--- config.mk ---
export PLATFORM = sky130hd
export DESIGN_NAME = cmp_search_ctrl
export DESIGN_NICKNAME = d
export VERILOG_FILES = /design/src/rtl/cmp_search_ctrl.sv
export SDC_FILE = /design/constraint.sdc
export NUM_CORES = 1
export LEC_CHECK = 0
export ABC_AREA = 0
export CELL_PAD_IN_SITES_DETAIL_PLACEMENT = 1
export CELL_PAD_IN_SITES_GLOBAL_PLACEMENT = 2
export CORE_AREA = 5 5 78 80
export CTS_CLUSTER_DIAMETER = 40
export CTS_CLUSTER_SIZE = 25
export DETAILED_ROUTE_END_ITERATION = 7
export DIE_AREA = 0 0 83 85
export PLACE_DENSITY_LB_ADDON = 0.1
export SLEW_MARGIN = 5
export SYNTH_ARGS = -nofsm -noshare
export SYNTH_HDL_FRONTEND = slang
export SYNTH_SLANG_ARGS = --single-unit
--- constraint.sdc ---
create_clock -name CLK -period 4.3 [get_ports CLK]
set_input_delay 1.29 -clock CLK [delete_from_list [all_inputs] [get_ports CLK]]
set_output_delay 1.29 -clock CLK [all_outputs]
set_load 0.005 [all_outputs]
--- src/rtl/cmp_search_ctrl.sv ---
// Binary-search controller for a registered magnitude comparator: drives B_guess,
// consumes the lt/gt/eq flags one cycle after issue, and converges on the A operand.
module cmp_search_ctrl #(
    parameter int W      = 4,
    parameter int STEP_W = 3
) (
    input  logic              CLK,
    input  logic              nRST,
    input  logic              start,
    input  logic              A_lt_B,
    input  logic              A_gt_B,
    input  logic              A_eq_B,
    output logic [W-1:0]      B_guess,
    output logic              busy,
    output logic              done,
    output logic              err,
    output logic [W-1:0]      found,
    output logic [STEP_W-1:0] steps
);
    localparam logic [W-1:0] MAXV = {W{1'b1}};

    typedef enum logic [1:0] {IDLE, ISSUE, EVAL, DONE} state_t;

    state_t              state_q, state_d;
    logic [W-1:0]        lo_q, lo_d, hi_q, hi_d;
    logic [W-1:0]        guess_q, guess_d, found_q, found_d;
    logic [STEP_W-1:0]   steps_q, steps_d;
    logic                busy_q, busy_d, done_q, done_d, err_q, err_d;
    logic [W:0]          sum;
    logic                finish;

    always_ff @(posedge CLK) begin
        if (nRST) begin
            state_q <= IDLE;
            lo_q    <= '0;
            hi_q    <= MAXV;
            guess_q <= '0;
            found_q <= '0;
            steps_q <= '0;
            busy_q  <= 1'b0;
            done_q  <= 1'b0;
            err_q   <= 1'b0;
        end else begin
            state_q <= state_d;
            lo_q    <= lo_d;
            hi_q    <= hi_d;
            guess_q <= guess_d;
            found_q <= found_d;
            steps_q <= steps_d;
            busy_q  <= busy_d;
            done_q  <= done_d;
            err_q   <= err_d;
        end
    end

    always_comb begin
        state_d = state_q;
        lo_d    = lo_q;
        hi_d    = hi_q;
        guess_d = guess_q;
        found_d = found_q;
        steps_d = steps_q;
        busy_d  = busy_q;
        done_d  = done_q;
        err_d   = err_q;
        sum     = '0;
        finish  = 1'b0;
        case (state_q)
            IDLE, DONE: begin
                if (start) begin
                    lo_d    = '0;
                    hi_d    = MAXV;
                    guess_d = MAXV >> 1;
                    steps_d = '0;
                    busy_d  = 1'b1;
                    done_d  = 1'b0;
                    err_d   = 1'b0;
                    state_d = ISSUE;
                end
            end
            ISSUE: state_d = EVAL;
            EVAL: begin
                steps_d = steps_q + STEP_W'(1);
                state_d = ISSUE;
                if (!$onehot({A_lt_B, A_gt_B, A_eq_B})) begin
                    err_d  = 1'b1;
                    finish = 1'b1;
                end else if (A_eq_B) begin
                    found_d = guess_q;
                    finish  = 1'b1;
                end else if (A_gt_B) begin
                    if (guess_q == MAXV) begin
                        err_d  = 1'b1;
                        finish = 1'b1;
                    end else begin
                        // midpoint at W+1 bits so guess+1+hi cannot wrap
                        lo_d    = guess_q + W'(1);
                        sum     = {1'b0, guess_q} + {1'b0, hi_q} + (W+1)'(1);
                        guess_d = sum[W:1];
                        if (lo_d > hi_q) begin
                            err_d  = 1'b1;
                            finish = 1'b1;
                        end
                    end
                end else begin
                    if (guess_q == '0) begin
                        err_d  = 1'b1;
                        finish = 1'b1;
                    end else begin
                        hi_d    = guess_q - W'(1);
                        sum     = {1'b0, lo_q} + {1'b0, guess_q} - (W+1)'(1);
                        guess_d = sum[W:1];
                        if (lo_q > hi_d) begin
                            err_d  = 1'b1;
                            finish = 1'b1;
                        end
                    end
                end
                if (finish) begin
                    busy_d  = 1'b0;
                    done_d  = 1'b1;
                    state_d = DONE;
                end
            end
            default: state_d = IDLE;
        endcase
    end

    assign B_guess = guess_q;
    assign busy    = busy_q;
    assign done    = done_q;
    assign err     = err_q;
    assign found   = found_q;
    assign steps   = steps_q;
endmodule

-- After elaboration in Yosys (flattened, before gate mapping)
Index checks and enable logic that the tools add are counted.
- register bits: 24
- bits in latches: 0
- RAM bits: 0
- ROM bits: 0
- input bits: 6
- output and inout port bits: 14
- word-level logic and storage cells: 95
- memories: 0
- $add $sub $neg: 9
- multiply operators: 0
- divide/modulo/power cells: 0
- order comparisons: 2
- equality and inequality tests: 18
- shifts and indexed selects: 0
- multiplexer cells: 46
- bitwise operators: 0
- reductions and logical operators: 11
- operator list (cell ; count):
    $mux 4 ; 16
    $pmux 4 s2 ; 3
    $mux 1 ; 19
    $reduce_and 6->1 ; 3
    $ne 2x2->1 const B ; 8
    $add 4x4->5 ; 2
    $ne 5x5->1 const B ; 2
    $ne 3x3->1 const B ; 3
    $gt 4x4->1 ; 2
    $pmux 1 s2 ; 3
    $pmux 2 s3 ; 1
    $pmux 3 s2 ; 1
    $reduce_and 3->1 ; 2
    $add 5x1->5 const B ; 1
    $reduce_and 5->1 ; 1
    $sub 5x1->5 const B ; 1
    $add 4x1->4 const B ; 1
    $eq 2x1->1 const B ; 2
    $eq 2x2->1 const B ; 2
    $eq 4x4->1 const B ; 1
    $logic_not 4->1 ; 1
    $mux 2 ; 2
    $sub 4x1->4 const B ; 1
    $add 3x1->3 const B ; 1
    7 further kinds ; 7

-- Depth between registers and ports, before layout
- word-level depth: 10
- mapped depth: 10
- gate-level depth less buffers: 10

-- Least setup slack after synthesis
No wires, ideal clock.
- path kind: input -> register
- start point: input port A_gt_B
- end point: register guess_q[0] (netlist: B_guess[0])
- library setup time: 133 ps
- data arrival time: 3367 ps
- data required time: 4167 ps
- setup slack: 800 ps
- stages on the path: 8
- path buffers: 1
- cell sequence: clkbuf_1 -> inv_1 -> fa_1 -> or3b_4 -> a21o_1 -> a21o_4 -> a2111oi_4 -> a211oi_2
- cells in the longest elaborated chain, start to end: 5
- elaborated cells between the ends (all ways): 11
- those cells by class: add/sub (2); eq/ne (4); mux (4); reduce/logical (1)
- ends and longest elaborated chain (what ; RTL line ; RTL):
    from (decl) ; 11 ; input logic A_gt_B,
    $add 1x1->2 (not written as such) ; 85 ; if (!$onehot({A_lt_B, A_gt_B, A_eq_B})) begin
    $add 2x1->2 (not written as such) ; 85 ;
    $eq 2x1->1 ; 85 ;
    $ne 2x2->1 (no line) ; - ;
    $reduce_and 6->1 (no line) ; - ;
    to (signal assigned) ; 47 ; guess_q <= guess_d;
    to (decl) ; 26 ; logic [W-1:0] guess_q, guess_d, found_q, found_d;
Several ways; a longest one is shown, not always the timed one. The select of a mux whose other input is x is not followed.
A chain may end at the register's enable or synchronous reset.

-- Worst setup path in the final report
Same ends and word-level chain as after synthesis.

==> results.md <==
* Final ANT Viol Nets at 0
* Synth area leader: dfxtp_1
* IO buf count at 19
* Commonest cells in the netlist: inv_1 (29), ha_1 (26), dfxtp_1 (24)
* Clock power share at 0.120
* Synth async-reset ratio at 0
* Total CTS buffers at 3
* Tot Pwr at ~1.1 mW
* Via count at roughly 1500
* Die W at between 80 and 90 µm
* Post-route DRC at 0
* Full die area at around 0.007 mm²
* Post-synthesis mux area share at 0.01154
* Synth Flop Type: dfxtp_1
* Cell Rows at 27
* Crit path time final at 3.488 ns
* Post-synthesis sequential area ratio at 0.2771
* Largest net degree at the start of global routing at 22
* RSZ-0062 raised after global routing: no
* GRT Total Usage at 0.1418
* Adder-cell share of the synthesized area at 0.2222
* Diodes inserted at 0
* Congestion Overflow GR at 0
* CP peak stage delay at roughly 0.50 ns
* Routed length per instance at 16.23 µm
* Final core utilization at 0.3840
* Final nets at 260
* Yosys warning count at 0
* DR vias/cell at 5.186
* Post-CTS Setup Bufs at 0
* Fin. max-slew vios at 0
* Worst Hold Class: reg -> reg
* Clk sinks at 24
* Worst-path clk slew at roughly 0.080 ns
* Buf/Inv on CP at 2
* Fin cells at about 300
* Final setup violation count at 0
* Seq cells post-synth at 24
* Post-CTS sizing at 0
* Critical Path Start Type: input port
* Netlist Area Pre-Place at 0.001734 mm²
* Cells after synthesis at between 200 and 250
* Post-Route Setup TNS at 0 ns
* P_sw at a little under 500 µW
* Compound-Gate Fraction of Synth Area at 0.2165
* Max Freq at ~290 MHz
* Antenna violations before repair at 0
* Top cell type's share of synthesized area at 0.2771
* Number of global-route vias before repair at between 1500 and 2000
* Global-route wire length before repair at 8293 µm
* CTS Hold Buffers Added at 0
* Starting Density at 0.3249
* Largest vdd supply drop at around 0.00019 V
* Crit-path cells: clkdlybuf4s50_1 -> inv_1 -> fa_1 -> or3b_4 -> a21o_1 -> a21o_4 -> a2111oi_4 -> a211oi_2
* Post-Syn Nets at between 200 and 250
* 1st-iter DRT viols at 76
* Net Sw Frac at 0.4486
* I/O pin total at 20
* Clk_skew at 0.002239 ns
* P_leak at around 0.86 nW
* Top-count cell post-synth: inv_1
* Pint at a little over 600 µW
* Post-Place Cells at ~290
* WP data required at 4.44 ns
* Most area-consuming cells after synthesis: dfxtp_1 (28%), ha_1 (19%), inv_1 (6.3%)
* Tcrit/Tclk final at 0.8112
* Detail Placement HPWL at slightly below 4000 µm
* Max cap viols at 0
* Final hold vios at 0
* Worst relative slew slack at 0.5579
* Top delay family on crit path: compound AO/OA/AOI/OAI gates
* Drt total wl at around 4800 µm
* Setup CP Type: in -> reg
* Clock Tree Root: clkbuf_8
* Fill cell count at approximately 670
* Comb power frac at 0.598
* Htree depth at 1
* Power density over the cells at ~540 mW/mm²
* CTS tree: done
* Worst Tran Pin Value at ~0.64 ns
* Layout cell share with drive strength beyond 1 at 0.06278
* Slowest cell on crit path: clkdlybuf4s50_1
* Simple-Gate Fraction of Synth Area at 0.1580
* CTS Buffer Depth at 2
* Largest family of logic cells by synthesized area: adder cells
* Total core area at 0.005338 mm²
* Crit path DAT at ~3.6 ns
* DIE HEIGHT at between 80 and 90 µm
* Crit path max fanout at 6
* Post-Syn Area per Cell at 8.501 µm²
* Post-synth cell types at 44
* Skew-Pair Late Insertion Delay at approximately 0.26 ns
* Sequential share of power at 0.282
* GP Congestion at 0.7745
* Status: complete, no violations
* Post-Synth XOR/XNOR Area at 0.03535
* Post-synth EDFFs at 0
* Area delta synth->final at 18.18%
* CP endpoint kind: flip-flop
* Detailed Routing Iterations Pass 1 at 4
-- logic make-up (layout without fill, tap and decap cells) --
logic type,Yosys count,after routing
simple gates,57,57
compound gates,50,50
buf+inv,35,54
fa+ha+maj,29,29
flops,24,24
xor+xnor,7,7
mux,2,2
-- worst reg2reg max path, stage by stage (launching register included) --
cell       delay (ns)
dfxtp_1          0.54
inv_1            0.26
ha_1             0.43
ha_1             0.33
nor2b_1          0.14
o2111ai_1        0.17
nand4_1          0.20
a21oi_1          0.36
o221a_2          0.25
-- final cells by class --
type / count / area [µm²] / area share
multi-input combinational: 145 / 1116 / 0.5446
sequential: 24 / 480.5 / 0.2344
timing repair buffer: 22 / 212.7 / 0.1038
inverter: 29 / 108.9 / 0.05311
tap: 72 / 90.09 / 0.04396
clock buffer: 3 / 41.29 / 0.02015
-- flip-flops by register name (all words and copies together) (netlist names) --
| name | flops |
|---|---|
| B_guess | 4 |
| found | 4 |
| hi_q | 4 |
| lo_q | 4 |
| steps | 3 |
| state_q | 2 |
| busy | 1 |
| done | 1 |
| err | 1 |
-- cells in the final DEF (no fill, tap or decap), types with 7 or more instances in the layout --
cell / instances
ha_1: 26
dfxtp_1: 24
nand2_1: 9
clkdlybuf4s50_1: 19
o21ai_0: 7
nor2_1: 21
inv_1: 29
a21oi_1: 12
nor3_1: 7
-- through the flow --
| step | setup WS [ns] | hold slack (ns) | instance area (µm²) |
|---|---|---|---|
| 3_3_place_gp | 0.5731 | 0.4403 | 2008 |
| 5_1_grt | 0.7275 | 0.4797 | 2049 |
| 2_1_floorplan | 0.8000 | 0.4473 | 1734 |
| 6_report | 0.8119 | 0.4622 | 2049 |
| 4_1_cts | 0.8030 | 0.4675 | 2049 |
| 3_5_place_dp | 0.5115 | 0.4470 | 2008 |
-- power groups by stage --
| stage | sequential [mW] | clock [mW] | combinational (mW) |
|---|---|---|---|
| finish | 0.309 | 0.132 | 0.657 |
| global route | 0.315 | 0.148 | 0.741 |
| CTS | 0.309 | 0.138 | 0.662 |
| detailed placement | 0.315 | 0 | 0.656 |
| global placement | 0.310 | 0 | 0.626 |
| floorplan | 0.298 | 0 | 0.470 |
-- path summary, 6_finish.rpt --
path,from,end,slack (ns),cells past startpoint
setup reg to reg,B_guess[0],busy,1.57,8
setup / recovery,A_gt_B,B_guess[0],0.81,8
hold reg to reg,done,done,0.46,2
hold / removal,done,done,0.46,2
-- metal layers --
layer	vias to the layer above	GRT usage	wire length (µm)
met5	-	0	0
met4	0	0.02675	34
met3	4	0.01553	70
met2	17	0.2507	2362
met1	757	0.1875	2320
li1	752	-	-
Note: power is estimated with default switching activity, not from simulation.
